File: src/rtl/uart_peripheral_if.sv
// CPU MEM-stage bus seen by the UART: word address, store data, strobes
// and the combinational read-data return path.
interface uart_peripheral_if;
    logic [31:0] Addr;
    logic [31:0] DataIn;
    logic        MemRead;
    logic        MemWrite;
    logic [31:0] DataOut;

    modport master (output Addr, DataIn, MemRead, MemWrite, input DataOut);
    modport slave  (input Addr, DataIn, MemRead, MemWrite, output DataOut);
endinterface

File: src/rtl/uart_peripheral.sv
// Memory-mapped 8N1 UART: TXD/RXD/CON word registers, independent TX and RX
// bit engines, sticky status flags and a level interrupt request.
module uart_peripheral #(
    parameter logic [31:0] BASE_ADDR    = 32'h40000018,
    parameter int          CLKS_PER_BIT = 10417
) (
    input  logic              clk,
    input  logic              reset,
    uart_peripheral_if.slave  bus,
    input  logic              uart_rx,
    output logic              uart_tx,
    output logic              irq
);

    localparam logic [31:0] TXD_ADDR  = BASE_ADDR;
    localparam logic [31:0] RXD_ADDR  = BASE_ADDR + 32'd4;
    localparam logic [31:0] CON_ADDR  = BASE_ADDR + 32'd8;
    localparam logic [15:0] BIT_LAST  = 16'(CLKS_PER_BIT - 1);
    localparam logic [15:0] HALF_LAST = 16'(CLKS_PER_BIT / 2 - 1);

    typedef enum logic [1:0] {IDLE, START, DATA, STOP} state_t;

    state_t      tx_state, rx_state;
    logic [15:0] tx_cnt, rx_cnt;
    logic [2:0]  tx_bit, rx_bit;
    logic [7:0]  tx_byte, tx_shift, rx_shift, rx_data;
    logic        tx_busy, tx_done, rx_valid, overrun, frame_err;
    logic        tx_int_en, rx_int_en;
    logic        rx_meta, rx_s, rx_prev;

    logic txd_write, con_write, rxd_read, con_read, tx_end, tx_accept;
    logic unused_data;

    assign txd_write   = bus.MemWrite && (bus.Addr == TXD_ADDR);
    assign con_write   = bus.MemWrite && (bus.Addr == CON_ADDR);
    assign rxd_read    = bus.MemRead  && (bus.Addr == RXD_ADDR);
    assign con_read    = bus.MemRead  && (bus.Addr == CON_ADDR);
    assign unused_data = ^bus.DataIn[31:8];

    // A write landing on the final stop-bit edge is accepted back to back.
    assign tx_end    = (tx_state == STOP) && (tx_cnt == BIT_LAST);
    assign tx_accept = txd_write && (!tx_busy || tx_end);

    assign irq = (tx_done & tx_int_en) | (rx_valid & rx_int_en);

    always_comb begin
        bus.DataOut = '0;
        if (bus.MemRead) begin
            case (bus.Addr)
                TXD_ADDR: bus.DataOut = {24'b0, tx_byte};
                RXD_ADDR: bus.DataOut = {24'b0, rx_data};
                CON_ADDR: bus.DataOut = {25'b0, frame_err, overrun, tx_busy,
                                         rx_valid, tx_done, rx_int_en, tx_int_en};
                default:  bus.DataOut = '0;
            endcase
        end
    end

    always_ff @(posedge clk or negedge reset) begin
        if (!reset) begin
            tx_int_en <= 1'b0;
            rx_int_en <= 1'b0;
        end else if (con_write) begin
            {rx_int_en, tx_int_en} <= bus.DataIn[1:0];
        end
    end

    // Clears from a CON read come first so a completion on the same edge wins.
    always_ff @(posedge clk or negedge reset) begin
        if (!reset) begin
            tx_state <= IDLE;
            tx_cnt   <= '0;
            tx_bit   <= '0;
            tx_byte  <= '0;
            tx_shift <= '0;
            tx_busy  <= 1'b0;
            tx_done  <= 1'b0;
            uart_tx  <= 1'b1;
        end else begin
            if (con_read) tx_done <= 1'b0;
            if (tx_accept) begin
                tx_byte  <= bus.DataIn[7:0];
                tx_shift <= bus.DataIn[7:0];
                tx_state <= START;
                tx_cnt   <= '0;
                tx_busy  <= 1'b1;
                uart_tx  <= 1'b0;
                if (tx_end) tx_done <= 1'b1;
            end else begin
                case (tx_state)
                    START: if (tx_cnt == BIT_LAST) begin
                        tx_cnt   <= '0;
                        tx_bit   <= '0;
                        uart_tx  <= tx_shift[0];
                        tx_shift <= tx_shift >> 1;
                        tx_state <= DATA;
                    end else tx_cnt <= tx_cnt + 16'd1;
                    DATA: if (tx_cnt == BIT_LAST) begin
                        tx_cnt <= '0;
                        if (tx_bit == 3'd7) begin
                            uart_tx  <= 1'b1;
                            tx_state <= STOP;
                        end else begin
                            uart_tx  <= tx_shift[0];
                            tx_shift <= tx_shift >> 1;
                            tx_bit   <= tx_bit + 3'd1;
                        end
                    end else tx_cnt <= tx_cnt + 16'd1;
                    STOP: if (tx_cnt == BIT_LAST) begin
                        tx_cnt   <= '0;
                        tx_busy  <= 1'b0;
                        tx_done  <= 1'b1;
                        tx_state <= IDLE;
                    end else tx_cnt <= tx_cnt + 16'd1;
                    default: tx_cnt <= '0;
                endcase
            end
        end
    end

    // Start is detected on a falling rx_s so a stuck-low line after a framing
    // error cannot retrigger; sampling is mid-bit after the half-bit wait.
    always_ff @(posedge clk or negedge reset) begin
        if (!reset) begin
            rx_meta   <= 1'b1;
            rx_s      <= 1'b1;
            rx_prev   <= 1'b1;
            rx_state  <= IDLE;
            rx_cnt    <= '0;
            rx_bit    <= '0;
            rx_shift  <= '0;
            rx_data   <= '0;
            rx_valid  <= 1'b0;
            overrun   <= 1'b0;
            frame_err <= 1'b0;
        end else begin
            rx_meta <= uart_rx;
            rx_s    <= rx_meta;
            rx_prev <= rx_s;
            if (rxd_read) rx_valid <= 1'b0;
            if (con_read) begin
                overrun   <= 1'b0;
                frame_err <= 1'b0;
            end
            case (rx_state)
                IDLE: if (rx_prev && !rx_s) begin
                    rx_cnt   <= '0;
                    rx_state <= START;
                end
                START: if (rx_cnt == HALF_LAST) begin
                    rx_cnt   <= '0;
                    rx_bit   <= '0;
                    rx_state <= rx_s ? IDLE : DATA;
                end else rx_cnt <= rx_cnt + 16'd1;
                DATA: if (rx_cnt == BIT_LAST) begin
                    rx_cnt   <= '0;
                    rx_shift <= {rx_s, rx_shift[7:1]};
                    if (rx_bit == 3'd7) rx_state <= STOP;
                    else rx_bit <= rx_bit + 3'd1;
                end else rx_cnt <= rx_cnt + 16'd1;
                STOP: if (rx_cnt == BIT_LAST) begin
                    rx_cnt   <= '0;
                    rx_state <= IDLE;
                    if (rx_s) begin
                        rx_data  <= rx_shift;
                        rx_valid <= 1'b1;
                        if (rx_valid && !rxd_read) overrun <= 1'b1;
                    end else begin
                        frame_err <= 1'b1;
                    end
                end else rx_cnt <= rx_cnt + 16'd1;
                default: rx_state <= IDLE;
            endcase
        end
    end

endmodule

File: src/flat_wrapper.sv
// flat-port wrapper written by rule: the top's interface ports become plain ports
module uart_peripheral_flat 
#(
    parameter logic [31:0] BASE_ADDR    = 32'h40000018,
    parameter int          CLKS_PER_BIT = 10417
)
  (clk, reset, uart_rx, uart_tx, irq, bus_Addr, bus_DataIn, bus_MemRead, bus_MemWrite, bus_DataOut);
  uart_peripheral_if bus_i ();
  input  logic clk;
  input  logic reset;
  input  logic uart_rx;
  output logic uart_tx;
  output logic irq;
  input wire logic [$bits(bus_i.Addr)-1:0] bus_Addr;
  input wire logic [$bits(bus_i.DataIn)-1:0] bus_DataIn;
  input wire logic [$bits(bus_i.MemRead)-1:0] bus_MemRead;
  input wire logic [$bits(bus_i.MemWrite)-1:0] bus_MemWrite;
  output wire logic [$bits(bus_i.DataOut)-1:0] bus_DataOut;
  assign bus_i.Addr = bus_Addr;
  assign bus_i.DataIn = bus_DataIn;
  assign bus_i.MemRead = bus_MemRead;
  assign bus_i.MemWrite = bus_MemWrite;
  assign bus_DataOut = bus_i.DataOut;
  uart_peripheral #(.BASE_ADDR(BASE_ADDR), .CLKS_PER_BIT(CLKS_PER_BIT)) u_core (.clk(clk), .reset(reset), .bus(bus_i), .uart_rx(uart_rx), .uart_tx(uart_tx), .irq(irq));
endmodule
File: config.mk
export PLATFORM = sky130hd
export DESIGN_NAME = uart_peripheral_flat
export DESIGN_NICKNAME = d
export VERILOG_FILES = /design/src/rtl/uart_peripheral_if.sv /design/src/rtl/uart_peripheral.sv /design/src/flat_wrapper.sv
export SDC_FILE = /design/constraint.sdc
export NUM_CORES = 1
export LEC_CHECK = 0
export BUFFER_PORTS_ARGS = -buffer_cell sky130_fd_sc_hd__buf_2
export CELL_PAD_IN_SITES_DETAIL_PLACEMENT = 0
export CELL_PAD_IN_SITES_GLOBAL_PLACEMENT = 1
export CORE_MARGIN = 3
export CORE_UTILIZATION = 35
export CTS_CLUSTER_DIAMETER = 80
export DETAILED_ROUTE_END_ITERATION = 16
export GPL_TIMING_DRIVEN = 0
export PLACE_DENSITY_LB_ADDON = 0.15
export SKIP_CTS_REPAIR_TIMING = 1
export SYNTH_ARGS = -nofsm -noshare
export SYNTH_HDL_FRONTEND = slang
export SYNTH_SLANG_ARGS = --single-unit
File: constraint.sdc
create_clock -name clk -period 6 [get_ports clk]
set_clock_uncertainty 0.05 [all_clocks]
set_input_delay 1.8 -clock clk [delete_from_list [all_inputs] [get_ports clk]]
set_output_delay 1.8 -clock clk [all_outputs]
set_load 0.05 [all_outputs]
# Word level (Yosys, flattened, before mapping)
# Cells that the tools add are included.
# word_totals
regBits	85
input_bits	69
out_inout_bits	34
# classes
n_addsub	4
n_eq_ne	28
muxes	61
bitwise	4
reduce_logical	30
# ops
operator	n
$eq A32 B31 Y1 const B	3
$mux W16	6
$pmux W16 S3	1
$mux W8	5
$add A16 B1 Y16 const B	2
$eq A16 B14 Y1 const B	2
$mux W1	25
$pmux W8 S3	1
$mux W2	11
$mux W3	6
$eq A16 B13 Y1 const B	1
$pmux W8 S2	1
$reduce_and A5 Y1	3
$ne A2 B1 Y1 const B	7
$pmux W3 S2	2
$ne A3 B1 Y1 const B	3
$eq A2 B2 Y1 const B	4
$logic_and A1 B1 Y1	8
$pmux W2 S4	1
$reduce_and A4 Y1	2
$reduce_bool A2 Y1	4
$add A3 B1 Y3 const B	2
$eq A3 B3 Y1 const B	2
$ne A3 B2 Y1 const B	2
other kinds (16)	23

# Longest topological paths before layout
# depth
depth_word	8
mapped_depth	9

# Worst setup path before layout
# No wires, ideal clock.
# synth_path
kind	input to output
from	input bus_Addr[9]
to	output bus_DataOut[0]
t_arrival_ps	3931
required_ps	4150
path_slack_ps	219
stages	6
cell_sequence	or4_4 -> nor4_4 -> and3_2 -> clkbuf_1 -> a22oi_1 -> nor2_1
# synth_via
elab_chain_cells	3
elab_cells_between_ends	5
# synth_rtl
item	line	rtl
start: declaration	flat_wrapper.sv:14	input wire logic [$bits(bus_i.Addr)-1:0] bus_Addr;
$eq A32 B31 Y1	uart_peripheral.sv:49	case (bus.Addr)
$pmux W8 S3 *	uart_peripheral.sv:49	
$mux W8 *	uart_peripheral.sv:48	if (bus.MemRead) begin
end: declaration	flat_wrapper.sv:18	output wire logic [$bits(bus_i.DataOut)-1:0] bus_DataOut;
# Every way passes the cells marked *; elsewhere a longest branch is shown, timed or not.

# Worst setup path after layout
# layout_path
from	input bus_Addr[9]
to	output bus_DataOut[4]
# Same word-level chain as after synthesis.

==> flow_summary.json <==
{
  "worstSetupEndpointType": "output port",
  "finalHoldViolCount": 0,
  "fin_nets": 649,
  "routed_via_density": 5.09,
  "final.period_utilization": 0.968,
  "die_area_um2": 15500,
  "synth_simple_gate_area_frac": 0.194,
  "route.detailed.drc": 0,
  "die_x_um": 125,
  "grt.overflow.total": 0,
  "setup_tns_ns": 0,
  "cts_root_buf": "clkbuf_16",
  "drtIter0Drc": 300,
  "cts_buffers": 9,
  "ys_async_sr_fraction": 1.00,
  "grt_setup_unrepaired": "false",
  "whs_ns": 0.306,
  "power.total_uw": 1500,
  "peakVddDrop_mv": 0.155,
  "path_clk_slew_ns": 0.06,
  "syn_to_final_growth_pct": 20.2,
  "synth_flop_cell": "dfrtp_1",
  "grt_max_degree": 61,
  "muxShareOfSynthArea": 0.0937,
  "timing.fmax_mhz": 172,
  "start_util": 0.364,
  "grt_pass1_wl_mm": 18.9,
  "synth_top_family_by_area": "simple AND/OR/NAND/NOR gates",
  "portBuffers": 54,
  "cts_tree": "built",
  "worstMarginPinSlew_ns": 1.22,
  "ff_latch_area_um2": 2130,
  "holdCritPathClass": "reg2reg",
  "coreArea_um2": 13500,
  "antenna_cells": 0,
  "synth_fa_ha_area_frac": 0.0331,
  "dp_hpwl_mm": 8.26,
  "p_per_area_nw_per_um2": 253,
  "required_ns": 4.15,
  "ys_ff_latch": 85,
  "synth_compound_area_frac": 0.134,
  "utilization": 0.438,
  "fillers": 1294,
  "final-setup-viol-count": 0,
  "arrival_ns": 3.96,
  "seq_area_frac_synth": 0.434,
  "slew_headroom": 0.179,
  "critPathMaxFanout": 10,
  "vias": 3808,
  "drv_cap": 0,
  "synth_edf_count": 0,
  "drt-pass1-iter-count": 5,
  "layout_common_cells": "81 x dfrtp_1, 53 x buf_2, 44 x nor2_1, 32 x nand2_1",
  "grt_pass1_vias": 3788,
  "dp_cells": 732,
  "gp_congestion": 0.783,
  "final_cells": 748,
  "drt_wl_total_mm": 11.1,
  "mappedNetlistArea_um2": 4920,
  "antenna_found_initial": 0,
  "cp-start-kind": "input port",
  "report.final.slew_viol_count": 0,
  "syn_area_per_cell_um2": 10.3,
  "ys.warnings.count": 0,
  "clkSinkCount": 85,
  "final_common_cell": "dfrtp_1",
  "layout-drive-gt1-share": 0.269,
  "synth_cell_type_count": 62,
  "path_class": "in2out",
  "cts_buffer_depth": 2,
  "wl_per_cell_um": 14.8,
  "multi_input_area_um2": 2550,
  "ant_nets": 0,
  "period_minus_slack_ns": 5.81,
  "rows": 42,
  "clk_latency_ns": 0.34,
  "status": "finished clean",
  "synthXorXnorAreaFrac": 0.0445,
  "postSynthCellCount": 478,
  "track_usage": 0.147,
  "p_leak_uw": 0.00273,
  "pin_count": 103,
  "chipHeight_um": 125,
  "cts_htree_levels": 3
}
-- stage by stage --
step	setup slack, ns	area (um2)
2_1_floorplan	0.219	5000
3_3_place_gp	0.0336	5490
3_5_place_dp	0.0928	5520
4_1_cts	0.0836	5900
5_1_grt	0.0528	5910
6_report	0.190	5910
-- cell type report --
cell class / count / share of cell area
multi-input combinational: 358 / 0.432
sequential: 85 / 0.361
timing repair buffer: 55 / 0.0508
buffer: 41 / 0.0438
clock buffer: 11 / 0.0428
tap: 176 / 0.0373
clock inverter: 5 / 0.0218
inverter: 17 / 0.0108
-- cell usage after synthesis, types with 13 or more instances --
master	instances	area (um2)
ha_1	13	163
inv_1	17	63.8
a22oi_1	13	97.6
dfrtp_1	81	2030
nor2_1	44	165
xnor2_1	13	114
mux2_2	27	304
buf_4	26	195
a21oi_1	17	85.1
o211ai_1	16	120
nand2_1	32	120
clkbuf_1	14	52.6
-- power by group --
group	internal (uW)	switching (uW)
clock	473	225
combinational	62.0	107
sequential	596	31.6
-- cells by family after synthesis --
| group | count (synthesis) |
|---|---|
| compound gates | 92 |
| xor+xnor | 25 |
| fa+ha+maj | 13 |
| buf+inv | 58 |
| flops | 85 |
| mux | 39 |
| other cells | 1 |
| simple gates | 165 |
-- critical path: stages --
cell and delay, ns:
buf_2 0.10, or4_4 0.58, nor4_4 0.33, and3_2 0.22, clkbuf_1 0.33, a22oi_1 0.15
nor2_1 0.14, buf_2 0.29
-- metal layers --
layer / track usage / wire length, um / up-vias
met3: 0.0343 / 376 / 14
met4: 0.0477 / 160 / 0
met5: 0 / 0 / -
li1: - / - / 1878
met1: 0.198 / 5320 / 1844
met2: 0.234 / 5240 / 72
-- registers in the layout, indices dropped and copies added, names as in the netlist, 2 cells and up, named ones only --
name,flops
u_core.rx_cnt,16
u_core.tx_cnt,16
u_core.tx_byte,8
u_core.rx_data,8
u_core.tx_shift,8
u_core.rx_shift,8
u_core.rx_bit,3
u_core.tx_state,2
u_core.tx_bit,3
-- path summary, 6_finish.rpt --
check,from,end,slack [ns],cells past startpoint
worst max-delay path,bus_Addr[9],bus_DataOut[4],0.19,8
worst max register to register,u_core.tx_cnt[0],u_core.tx_bit[0],3.23,8
worst min register to register,u_core.rx_meta,u_core.rx_s,0.31,0
worst min-delay path,u_core.rx_meta,u_core.rx_s,0.31,0
max in group asynchronous,reset,u_core.rx_s,3.91,2
min in group asynchronous,reset,u_core.tx_cnt[12],1.32,1
Power figures use the tool's default switching activity.
